`src/rtl/input_port_module.sv`:
```
// rtl/input_port_module.sv - memory-mapped debounced input port with masked sticky change flags
// Optional INPUT_PORT_IRQ_EN: registered irq = |flags_next; otherwise irq is tied low.
module input_port_module #(
    parameter int WIDTH    = 10,
    parameter int DEBOUNCE = 4,
    parameter int CNT_W    = 3
) (
    input  logic             clk,
    input  logic             nrst,
    input  logic             nce,
    input  logic             we,
    input  logic [1:0]       addr,
    input  logic [31:0]      d_in,
    output logic [31:0]      d_out,
    input  logic [WIDTH-1:0] pins,
    output logic             irq
);

    localparam logic [CNT_W-1:0] CNT_MAX = CNT_W'(DEBOUNCE - 1);

    logic [WIDTH-1:0] sync1, sync2, state, flags, mask;
    logic [WIDTH-1:0] state_next, ev, clr, flags_next;
    logic [CNT_W-1:0] cnt      [WIDTH];
    logic [CNT_W-1:0] cnt_next [WIDTH];
    logic             bus_wr, bus_rd;

    assign bus_wr = !nce && we;
    assign bus_rd = !nce && !we;

    // A bit flips only after DEBOUNCE consecutive mismatching samples; any match restarts the count.
    always_comb begin
        state_next = state;
        for (int i = 0; i < WIDTH; i++) begin
            cnt_next[i] = '0;
            if (sync2[i] != state[i]) begin
                if (cnt[i] == CNT_MAX)
                    state_next[i] = sync2[i];
                else
                    cnt_next[i] = cnt[i] + CNT_W'(1);
            end
        end
        ev         = (state_next ^ state) & mask;
        clr        = (bus_wr && addr == 2'd1) ? d_in[WIDTH-1:0] : '0;
        flags_next = (flags & ~clr) | ev;
    end

    always_ff @(negedge clk or negedge nrst) begin
        if (!nrst) begin
            sync1 <= '0;
            sync2 <= '0;
            state <= '0;
            flags <= '0;
            mask  <= '0;
            cnt   <= '{default: '0};
            d_out <= '0;
        end else begin
            sync1 <= pins;
            sync2 <= sync1;
            state <= state_next;
            cnt   <= cnt_next;
            flags <= flags_next;
            if (bus_wr && addr == 2'd2)
                mask <= d_in[WIDTH-1:0];
            // Read data is the pre-update register value.
            if (bus_rd) begin
                case (addr)
                    2'd0:    d_out <= 32'(state);
                    2'd1:    d_out <= 32'(flags);
                    2'd2:    d_out <= 32'(mask);
                    default: d_out <= '0;
                endcase
            end
        end
    end

`ifdef INPUT_PORT_IRQ_EN
    always_ff @(negedge clk or negedge nrst) begin
        if (!nrst)
            irq <= 1'b0;
        else
            irq <= |flags_next;
    end
`else
    assign irq = 1'b0;
`endif

    generate
        if (WIDTH < 32) begin : g_unused
            logic unused_hi;
            assign unused_hi = ^d_in[31:WIDTH];
        end
    endgenerate

endmodule
```
`config.mk`:
```
export PLATFORM = sky130hd
export DESIGN_NAME = input_port_module
export DESIGN_NICKNAME = d
export VERILOG_FILES = /design/src/rtl/input_port_module.sv
export SDC_FILE = /design/constraint.sdc
export NUM_CORES = 1
export LEC_CHECK = 0
export ABC_AREA = 1
export BUFFER_PORTS_ARGS = -buffer_cell sky130_fd_sc_hd__buf_4
export CAP_MARGIN = 20
export CORE_ASPECT_RATIO = 1.75
export CORE_MARGIN = 1
export CORE_UTILIZATION = 40
export CTS_BUF_LIST = sky130_fd_sc_hd__clkbuf_8 sky130_fd_sc_hd__clkbuf_16
export CTS_CLUSTER_DIAMETER = 150
export DETAILED_ROUTE_END_ITERATION = 7
export GPL_ROUTABILITY_DRIVEN = 0
export PLACE_DENSITY = 0.59
export SETUP_SLACK_MARGIN = 0.2
export SLEW_MARGIN = 20
export SYNTH_ARGS = -nofsm -noshare
export SYNTH_HDL_FRONTEND = slang
export SYNTH_SLANG_ARGS = --single-unit
```
`constraint.sdc`:
```
create_clock -name clk -period 1.25 [get_ports clk]
set_input_delay 0.0625 -clock clk [delete_from_list [all_inputs] [get_ports clk]]
set_output_delay 0.0625 -clock clk [all_outputs]
set_load 0.01 [all_outputs]
```
==> results of run 1 <==
-- stage by stage --
step | area (um^2) | hold slack [ps]
floorplan | 4020 | 283
global placement | 4310 | 294
detailed placement | 4310 | 295
CTS | 4880 | 27.8
global route | 5160 | 29.9
finish | 5160 | 31.3
-- final timing paths --
check | endpoint | slack (ps)
worst max-delay path | d_out[0] | -390
worst min-delay path | cnt[18]$_DFF_NN0_ | 30
worst max register to register | flags[7]$_DFF_NN0_ | 240
worst min register to register | sync2[2]$_DFF_NN0_ | 290
max in group asynchronous | state[6]$_DFF_NN0_ | 760
min in group clk | sync2[2]$_DFF_NN0_ | 290
-- cells in the final DEF, fill, tap and decap left out --
cell type and n:
sky130_fd_sc_hd__conb_1 23, sky130_fd_sc_hd__o21ai_1 11, sky130_fd_sc_hd__buf_6 17, sky130_fd_sc_hd__clkinv_4 1
sky130_fd_sc_hd__o21ai_2 4, sky130_fd_sc_hd__ha_2 2, sky130_fd_sc_hd__clkbuf_16 10, sky130_fd_sc_hd__nor3_2 1
sky130_fd_sc_hd__inv_4 3, sky130_fd_sc_hd__clkbuf_8 2, sky130_fd_sc_hd__nand3_1 24, sky130_fd_sc_hd__xor2_1 10
sky130_fd_sc_hd__inv_6 1, sky130_fd_sc_hd__clkinv_8 1, sky130_fd_sc_hd__nand3_4 1, sky130_fd_sc_hd__nor3_1 13
sky130_fd_sc_hd__nand2_2 25, sky130_fd_sc_hd__xnor2_1 10, sky130_fd_sc_hd__buf_12 6, sky130_fd_sc_hd__buf_4 45
sky130_fd_sc_hd__inv_1 25, sky130_fd_sc_hd__dfrtn_1 90, sky130_fd_sc_hd__buf_8 2, sky130_fd_sc_hd__ha_1 8
sky130_fd_sc_hd__nor2_2 2, sky130_fd_sc_hd__nor2_4 9, sky130_fd_sc_hd__nand2_1 85, sky130_fd_sc_hd__nand3_2 26
sky130_fd_sc_hd__o21ai_0 1, sky130_fd_sc_hd__nor2_1 16, sky130_fd_sc_hd__inv_2 3, sky130_fd_sc_hd__clkinvlp_4 4
-- cell families (layout without fill, tap and decap cells) --
kind of cell,count (synthesis),after routing,share of synthesized area
AND/OR/NAND/NOR,201,202,0.223
flip-flops,90,90,0.586
buffers and inverters,63,120,0.0905
XOR/XNOR,20,20,0.0456
AO/OA/AOI/OAI,16,16,0.0208
adder cells (fa/ha/maj),10,10,0.0326
other,1,23,0.000976
-- registers in the layout, summed over array words and instances (netlist names) --
name,count
cnt,30
d_out,10
flags,10
mask,10
state,10
sync1,10
sync2,10
-- layout make-up --
type                    count  area, um^2  share of cell area
flip-flops and latches     90        2250               0.437
clock inverters             5        38.8             0.00752
repair buffers             71         704               0.137
repair inverters            1        6.26             0.00121
inverters                  32         143              0.0276
multi-input cells         271        1610               0.312
clock buffers              11         253              0.0490
well taps                 122         153              0.0296
-- timing repair --
item,4_1_cts,5_1_grt
hold endpoints to repair,0,0
gates cloned,3,2
resized for setup,42,68
buffers inserted,13,7
setup endpoints to repair,44,57
pin swaps,16,18
-- per-layer routing --
metal  track usage  up-vias  routed length, um
li1              -     1377                  -
met4         0.100        0                255
met3        0.0389       19                252
met2         0.294       55               4240
met5             0        -                  0
met1         0.196     1342               3230
-- power breakdown --
| part | switching [W] | internal (W) | leakage, nW |
|---|---|---|---|
| clock network | 0.00113 | 0.00146 | 0.130 |
| logic | 0.00118 | 0.00114 | 1.29 |
| registers | 0.000604 | 0.00372 | 1.14 |
==> insert_results.sql, run 1 <==
INSERT INTO impl_metrics (metric_group, metric, value, unit) VALUES
('status', 'run_status', 'complete, but fails checks', ''),
('status', 'failing_checks', 'negative setup slack', ''),
('synthesis', 'synth_flop_cell', 'sky130_fd_sc_hd__dfrtn_1', ''),
('cells_and_area', 'n_fill_cell', '856', ''),
('critical_path', 'worst-r2r-cell-count', '5', ''),
('critical_path', 'path_cells', 'buf_6', ''),
('clock_network', 'clock_latency', '350', 'ps'),
('synthesis', 'synth_seq_area_share', '0.586', ''),
('critical_path', 'critical-path-slowest-cell', 'sky130_fd_sc_hd__dfrtn_1', ''),
('global_route', 'grtUsageTotal', '0.172', ''),
('cells_and_area', 'area_growth_syn_to_layout', '34.3', '%'),
('sta', 'setup-tns-final', '-3290', 'ps'),
('cells_and_area', 'fin_util', '0.548', ''),
('synthesis', 'synth.lib_cells_used.distinct', '21', ''),
('die', 'initial_utilization', '0.408', ''),
('clock_network', 'cts_htree_levels', '3', ''),
('placed_design', 'hpwl', '5.24', 'mm'),
('placed_design', 'dp.cells', '562', ''),
('detailed_routing', 'route.detailed.wl_per_inst', '13.2', 'um'),
('sta', 'count_of_endpoints_failing_hold_in_the_final_timing_report', '0', ''),
('clock_network', 'cts.path.max_buffers', '2', ''),
('global_route', 'overflow', '0', ''),
('synthesis', 'postSynthRegisterBits', '90', ''),
('power', 'post-layout-total-power', '0.00922', 'W'),
('power', 'vdd_ir_drop_max', '0.819', 'mV'),
('critical_path', 'worst_ep_arrival_time', '1580', 'ps'),
('critical_path', 'r2r-start', 'cnt[6]$_DFF_NN0_', ''),
('global_route', 'antenna_violations_before_repair', '0', ''),
('detailed_routing', 'ant_nets', '0', ''),
('clock_network', 'tritoncts_num_sinks', '90', ''),
('critical_path', 'max_stage_delay', '480', 'ps'),
('critical_path', 'critPathKind', 'reg2out', ''),
('die', 'fp.dieW', '76.1', 'um'),
('cells_and_area', 'antennaDiodeCount', '0', ''),
('global_route', 'grt_max_degree', '43', ''),
('die', 'pin_count', '81', ''),
('die', 'core.rowCount', '47', ''),
('clock_network', 'cts-buffers-inserted', '9', ''),
('synthesis', 'yosysTopAreaCell', 'sky130_fd_sc_hd__dfrtn_1', ''),
('global_route', 'wire_length_of_the_first_global_routing_pass', '13.3', 'mm'),
('clock_network', 'cts_hold_buffers', '0', ''),
('detailed_routing', 'num_vias', '2793', ''),
('clock_network', 'cts_root_buf', 'sky130_fd_sc_hd__clkbuf_16', ''),
('sta', 'report.final.slew_viol_count', '0', ''),
('global_route', 'first_global_vias', '2893', ''),
('cells_and_area', 'final_layout_size_suffix_gt1_frac', '0.343', ''),
('detailed_routing', 'initialDrtViolationCount', '127', ''),
('synthesis', 'most_instantiated_library_cell_after_synthesis', 'sky130_fd_sc_hd__nand2_1', ''),
('critical_path', 'crit_path_max_fanout', '2', ''),
('sta', 'rsz0062_at_grt', 'yes', ''),
('sta', 'final-setup-viol-count', '10', ''),
('sta', 'fin_skew', '4.60', 'ps'),
('placed_design', 'port-buffer-count', '35', ''),
('critical_path', 'timing.critical_path.depth', '1', ''),
('critical_path', 'worstPathRequired', '1190', 'ps'),
('synthesis', 'syn_avg_cell_area', '9.58', 'um^2'),
('detailed_routing', 'viasPerCell', '4.63', ''),
('synthesis', 'netlist_area', '3840', 'um^2'),
('power', 'p_leak', '2.56', 'nW'),
('cells_and_area', 'fin_cells', '603', ''),
('synthesis', 'yosysTopAreaCellShare', '0.586', ''),
('detailed_routing', 'firstDrtPassIters', '4', ''),
('hold_path', 'hold_class', 'in2async', ''),
('clock_network', 'cts.reportedPaths.clkPinSlew', '40', 'ps'),
('sta', 'post-route-worst-setup-slack', '-390', 'ps'),
('die', 'die_h', '132', 'um'),
('synthesis', 'synth-async-reset-ratio', '1.00', ''),
('critical_path', 'crit_family', 'flip-flops', ''),
('synthesis', 'post_synth_edffs', '0', ''),
('power', 'power_per_cell_area', '1790', 'nW/um^2'),
('critical_path', 'critical_path_buf_inv_count', '1', '');
Power figures use the tool's default switching activity.
==> run 2, diff against run 1 <==
--- a/config.mk
+++ b/config.mk
@@ -6,7 +6,7 @@
 export NUM_CORES = 1
 export LEC_CHECK = 0
 export ABC_AREA = 1
-export BUFFER_PORTS_ARGS = -buffer_cell sky130_fd_sc_hd__buf_4
+export BUFFER_PORTS_ARGS = -buffer_cell sky130_fd_sc_hd__buf_2
 export CAP_MARGIN = 20
 export CORE_ASPECT_RATIO = 1.75
 export CORE_MARGIN = 1
==> insert_results.sql, run 2 (synthesized netlist as in run 1, its figures left out) <==
INSERT INTO impl_metrics (metric_group, metric, value, unit) VALUES
('detailed_routing', 'ant_nets', '0', ''),
('die', 'core_area', '9410', 'um^2'),
('global_route', 'overflow', '0', ''),
('power', 'p_leak', '2.53', 'nW'),
('detailed_routing', 'firstDrtPassIters', '4', ''),
('die', 'die_h', '132', 'um'),
('die', 'fp.dieW', '76.1', 'um'),
('clock_network', 'cts_tree', 'done', ''),
('detailed_routing', 'initialDrtViolationCount', '189', ''),
('hold_path', 'hold_class', 'in2async', ''),
('sta', 'report.final.slew_viol_count', '0', ''),
('sta', 'rsz0062_at_grt', 'yes', ''),
('critical_path', 'critPathKind', 'reg2out', ''),
('global_route', 'antenna_violations_before_repair', '0', ''),
('status', 'run_status', 'complete, but fails checks', ''),
('job', 'max_cap_viol_count', '0', ''),
('global_route', 'wire_length_of_the_first_global_routing_pass', '13.5', 'mm'),
('die', 'fp.dieArea', '10000', 'um^2'),
('placed_design', 'preCtsSetupSlack', '-343', 'ps'),
('sta', 'post-route-worst-setup-slack', '-334', 'ps'),
('global_route', 'grtUsageTotal', '0.177', ''),
('clock_network', 'clock_latency', '340', 'ps'),
('die', 'pin_count', '81', ''),
('die', 'initial_utilization', '0.408', ''),
('status', 'failing_checks', 'negative setup slack', ''),
('cells_and_area', 'final_layout_size_suffix_gt1_frac', '0.338', ''),
('clock_network', 'tritoncts_num_sinks', '90', ''),
('sta', 'fin_skew', '3.30', 'ps'),
('cells_and_area', 'n_fill_cell', '875', ''),
('die', 'core.rowCount', '47', ''),
('power', 'vdd_ir_drop_max', '0.795', 'mV'),
('cells_and_area', 'register_with_the_highest_flop_count', 'cnt', ''),
('placed_design', 'port-buffer-count', '35', ''),
('placed_design', 'dp.cells', '569', ''),
('global_route', 'first_global_vias', '2837', ''),
('sta', 'final-setup-viol-count', '10', ''),
('critical_path', 'crit_path_end_kind', 'primary output', ''),
('critical_path', 'critical_path_buf_inv_count', '1', ''),
('power', 'power_per_cell_area', '1790', 'nW/um^2'),
('sta', 'count_of_endpoints_failing_hold_in_the_final_timing_report', '0', ''),
('clock_network', 'cts.path.max_buffers', '2', ''),
('clock_network', 'cts.reportedPaths.clkPinSlew', '40', 'ps'),
('critical_path', 'worst_ep_arrival_time', '1520', 'ps'),
('power', 'post-layout-total-power', '0.00905', 'W'),
('critical_path', 'worstPathRequired', '1190', 'ps'),
('critical_path', 'max_stage_delay', '420', 'ps'),
('cells_and_area', 'largest_register_ff_count', '30', ''),
('detailed_routing', 'remaining_drc_errors', '0', ''),
('critical_path', 'crit_path_max_fanout', '2', ''),
('clock_network', 'cts_htree_levels', '3', ''),
('critical_path', 'path_cells', 'buf_2', ''),
('cells_and_area', 'most-common-layout-cells', '90 x sky130_fd_sc_hd__nand2_1, 90 x sky130_fd_sc_hd__dfrtn_1, 30 x sky130_fd_sc_hd__buf_2', ''),
('cells_and_area', 'antennaDiodeCount', '0', ''),
('detailed_routing', 'num_vias', '2816', ''),
('detailed_routing', 'viasPerCell', '4.66', ''),
('cells_and_area', 'fin_cells', '604', ''),
('clock_network', 'cts-buffers-inserted', '9', ''),
('cells_and_area', 'design.final.nets', '535', ''),
('global_route', 'grt_max_degree', '24', ''),
('critical_path', 'critical-path-slowest-cell', 'sky130_fd_sc_hd__dfrtn_1', ''),
('detailed_routing', 'route.detailed.wl_per_inst', '13.1', 'um'),
('detailed_routing', 'drt_wl_total', '7.90', 'mm'),
('clock_network', 'cts_root_buf', 'sky130_fd_sc_hd__clkbuf_16', ''),
('placed_design', 'hpwl', '5.34', 'mm'),
('critical_path', 'type_of_element_launching_the_critical_path', 'flop', ''),
('cells_and_area', 'area_growth_syn_to_layout', '31.5', '%'),
('critical_path', 'crit_family', 'flip-flops', '');
## run 2: changes by cell type in the layout (fill, tap and decap cells not counted), sizes merged
| cell | delta |
|---|---|
| buf | +2 |
| clkinv | +2 |
| clkinvlp | -2 |
| inv | -1 |
## run 2: what timing repair did
| item | in CTS | in global routing |
|---|---|---|
| hold buffers | 0 | 0 |
| endpoints found under the setup margin | 45 | 56 |
| gates cloned | 5 | 0 |
| pin swaps | 30 | 17 |
| buffers inserted | 8 | 6 |
| resized for setup | 56 | 44 |
## run 2: where the power goes
group          internal (W)  switching [W]  leakage [nW]
combinational       0.00104        0.00115          1.25
clock               0.00150        0.00107         0.141
sequential          0.00372       0.000569          1.14
total               0.00626        0.00279          2.53
## run 2: area by class of cell
cell class / count / area, um^2 / share of cell area
clock buffer: 12 / 267 / 0.0528
tap: 122 / 153 / 0.0302
inverter: 32 / 140 / 0.0277
timing repair buffer: 72 / 614 / 0.122
sequential: 90 / 2250 / 0.446
multi-input combinational: 271 / 1590 / 0.315
clock inverter: 4 / 25.0 / 0.00495
timing repair inverter: 1 / 8.76 / 0.00173
## run 2: worst paths after layout
path	startpoint	to	slack, ps	depth (start not counted)
max reg2reg	cnt[9]$_DFF_NN0_	flags[6]$_DFF_NN0_	220	5
min	nrst	d_out[3]$_DFFE_NN0P_	80	1
min in group clk	sync1[4]$_DFF_NN0_	sync2[4]$_DFF_NN0_	300	0
max in group asynchronous	nrst	sync2[3]$_DFF_NN0_	690	2
max	d_out[2]$_DFFE_NN0P_	d_out[2]	-330	1
min reg2reg	sync1[4]$_DFF_NN0_	sync2[4]$_DFF_NN0_	300	0
## run 2: metal layers
metal  routed length [um]  GRT usage  share of wire
met1                 3110      0.202           0.39
met2                 4270      0.304           0.54
met4                  272      0.100          0.034
met3                  248     0.0361          0.031
met5                    0          0              0
## run 2: stage by stage
stage	hold WS (ps)	util	instance area, um^2	TNS [ps]
2_1_floorplan	283	-	4020	-1090
3_3_place_gp	292	0.456	4290	-8680
3_5_place_dp	296	0.456	4290	-9260
4_1_cts	79.5	0.520	4900	-3230
5_1_grt	84.7	0.537	5050	-3480
6_report	82.5	0.537	5050	-3180
==> run 3, diff against run 2 <==
--- a/config.mk
+++ b/config.mk
@@ -16,7 +16,6 @@
 export DETAILED_ROUTE_END_ITERATION = 7
 export GPL_ROUTABILITY_DRIVEN = 0
 export PLACE_DENSITY = 0.59
-export SETUP_SLACK_MARGIN = 0.2
 export SLEW_MARGIN = 20
 export SYNTH_ARGS = -nofsm -noshare
 export SYNTH_HDL_FRONTEND = slang
==> insert_results.sql, run 3 (synthesized netlist as in run 1, its figures left out) <==
INSERT INTO impl_metrics (metric_group, metric, value, unit) VALUES
('critical_path', 'r2r-start', 'cnt[15]$_DFF_NN0_', ''),
('sta', 'rsz0062_at_grt', 'yes', ''),
('clock_network', 'cts_root_buf', 'sky130_fd_sc_hd__clkbuf_16', ''),
('job', 'max_cap_viol_count', '0', ''),
('clock_network', 'clock_latency', '340', 'ps'),
('critical_path', 'critical-path-slowest-cell', 'sky130_fd_sc_hd__dfrtn_1', ''),
('global_route', 'grt_max_degree', '24', ''),
('die', 'fp.dieW', '76.1', 'um'),
('global_route', 'overflow', '0', ''),
('detailed_routing', 'num_vias', '2720', ''),
('power', 'sequentialPowerShare', '0.485', ''),
('critical_path', 'worst_ep_arrival_time', '1520', 'ps'),
('clock_network', 'cts_tree', 'done', ''),
('clock_network', 'cts.path.max_buffers', '2', ''),
('power', 'combinationalPowerShare', '0.222', ''),
('placed_design', 'place_area', '4290', 'um^2'),
('clock_network', 'cts.reportedPaths.clkPinSlew', '50', 'ps'),
('cells_and_area', 'antennaDiodeCount', '0', ''),
('clock_network', 'cts_hold_buffers', '0', ''),
('cells_and_area', 'design.final.nets', '526', ''),
('global_route', 'globalRoute.busiestLayer', 'met2', ''),
('power', 'vdd_ir_drop_max', '0.779', 'mV'),
('cells_and_area', 'largest_register_ff_count', '30', ''),
('detailed_routing', 'firstDrtPassIters', '4', ''),
('global_route', 'grt_use_met1', '0.196', ''),
('global_route', 'wire_length_of_the_first_global_routing_pass', '12.6', 'mm'),
('global_route', 'grtUsageTotal', '0.164', ''),
('critical_path', 'crit_path_end_kind', 'primary output', ''),
('global_route', 'grt_use_met2', '0.275', ''),
('critical_path', 'path_cells', 'buf_2', ''),
('critical_path', 'crit_path_max_fanout', '2', ''),
('global_route', 'globalRouteMet3Util', '0.0361', ''),
('sta', 'fin_skew', '3.63', 'ps'),
('sta', 'setup-tns-final', '-3110', 'ps'),
('cells_and_area', 'finalInstanceArea', '4700', 'um^2'),
('sta', 'final.hold.worst_slack', '81.3', 'ps'),
('cells_and_area', 'fin_util', '0.499', ''),
('cells_and_area', 'register_with_the_highest_flop_count', 'cnt', ''),
('sta', 'final-setup-viol-count', '10', ''),
('critical_path', 'type_of_element_launching_the_critical_path', 'flop', ''),
('detailed_routing', 'route.detailed.wl_per_inst', '12.2', 'um'),
('die', 'core_area', '9410', 'um^2'),
('cells_and_area', 'layout_commonest_cell', 'sky130_fd_sc_hd__nand2_1', ''),
('clock_network', 'tritoncts_num_sinks', '90', ''),
('critical_path', 'setup.reg_to_reg.worst_slack', '170', 'ps'),
('cells_and_area', 'most-common-layout-cells', '110 x sky130_fd_sc_hd__nand2_1, 90 x sky130_fd_sc_hd__dfrtn_1, 40 x sky130_fd_sc_hd__nand3_1', ''),
('power', 'post-layout-total-power', '0.00878', 'W'),
('die', 'die_h', '132', 'um'),
('clock_network', 'cts_htree_levels', '3', ''),
('hold_path', 'hold_class', 'in2async', ''),
('die', 'initial_utilization', '0.408', ''),
('sta', 'count_of_endpoints_failing_hold_in_the_final_timing_report', '0', ''),
('critical_path', 'worst_setup_sp', 'd_out[0]$_DFFE_NN0P_', ''),
('sta', 'post-route-worst-setup-slack', '-331', 'ps'),
('power', 'power_per_cell_area', '1870', 'nW/um^2'),
('detailed_routing', 'ant_nets', '0', ''),
('cells_and_area', 'n_fill_cell', '916', ''),
('power', 'p_int', '0.00612', 'W'),
('clock_network', 'cts-buffers-inserted', '9', ''),
('critical_path', 'worstPathRequired', '1190', 'ps'),
('global_route', 'first_global_vias', '2685', ''),
('die', 'core.rowCount', '47', ''),
('power', 'p_leak', '2.44', 'nW'),
('power', 'switching_share', '0.303', ''),
('cells_and_area', 'final_layout_size_suffix_gt1_frac', '0.209', ''),
('critical_path', 'worst_r2r_endpoint', 'cnt[15]$_DFF_NN0_', ''),
('detailed_routing', 'initialDrtViolationCount', '217', ''),
('critical_path', 'crit_family', 'flip-flops', ''),
('critical_path', 'worst-r2r-cell-count', '4', ''),
('cells_and_area', 'area_growth_syn_to_layout', '22.2', '%'),
('placed_design', 'port-buffer-count', '35', ''),
('detailed_routing', 'drt_wl_total', '7.28', 'mm'),
('power', 'switching_power', '0.00266', 'W'),
('sta', 'report.final.slew_viol_count', '0', ''),
('power', 'power.clock.fraction', '0.293', ''),
('die', 'fp.dieArea', '10000', 'um^2'),
('global_route', 'antenna_violations_before_repair', '0', ''),
('critical_path', 'critPathKind', 'reg2out', ''),
('detailed_routing', 'remaining_drc_errors', '0', ''),
('die', 'pin_count', '81', ''),
('detailed_routing', 'viasPerCell', '4.57', ''),
('status', 'failing_checks', 'negative setup slack', ''),
('critical_path', 'critical_path_buf_inv_count', '1', ''),
('placed_design', 'hpwl', '5.34', 'mm'),
('critical_path', 'max_stage_delay', '410', 'ps'),
('status', 'run_status', 'complete, but fails checks', '');
-- run 3: changes by cell type in the layout (fill, tap and decap cells not counted), sizes merged --
cell and change:
buf -11, clkbuf +3, bufinv +1, clkinv -2
-- run 3: timing repair --
action	in CTS	in global routing
gates resized for setup	0	9
cloned	0	1
pin swaps	0	2
setup endpoints to repair	10	27
buffers inserted	5	4
-- run 3: per-stage QoR --
step,cells,setup WS (ps)
final,595,-331
after global routing,595,-367
after global placement,569,-317
after detailed placement,569,-343
after CTS,590,-341
after floorplan,423,-53.0
-- run 3: layer usage --
layer | up-vias | part of all wire
li1 | 1354 | -
met1 | 1294 | 0.41
met2 | 59 | 0.52
met3 | 13 | 0.038
met4 | 0 | 0.025
met5 | - | 0
-- run 3: cell type report --
type,count,area (um^2),share of cell area
clock inverter,4,25.0,0.00533
inverter,32,141,0.0301
tap,122,153,0.0325
timing repair buffer,64,468,0.0996
sequential,90,2250,0.479
clock buffer,12,267,0.0567
multi-input combinational,271,1390,0.296
-- run 3: power groups by stage --
stage / combinational (W) / clock [W] / sequential [W]
floorplan: 0.00138 / 0 / 0.00421
global placement: 0.00178 / 0 / 0.00429
detailed placement: 0.00185 / 0 / 0.00431
CTS: 0.00193 / 0.00264 / 0.00427
global route: 0.00227 / 0.00278 / 0.00436
finish: 0.00195 / 0.00258 / 0.00426
-- run 3: how the worst max path moves through the flow --
| stage | cells past startpoint | endpoint | slack [ps] |
|---|---|---|---|
| floorplan | 5 | flags[1]$_DFF_NN0_ | -50 |
| global placement | 6 | flags[4]$_DFF_NN0_ | -320 |
| finish | 1 | d_out[0] | -330 |
| CTS | 1 | d_out[0] | -340 |
| detailed placement | 6 | flags[7]$_DFF_NN0_ | -340 |
| global route | 1 | d_out[0] | -370 |
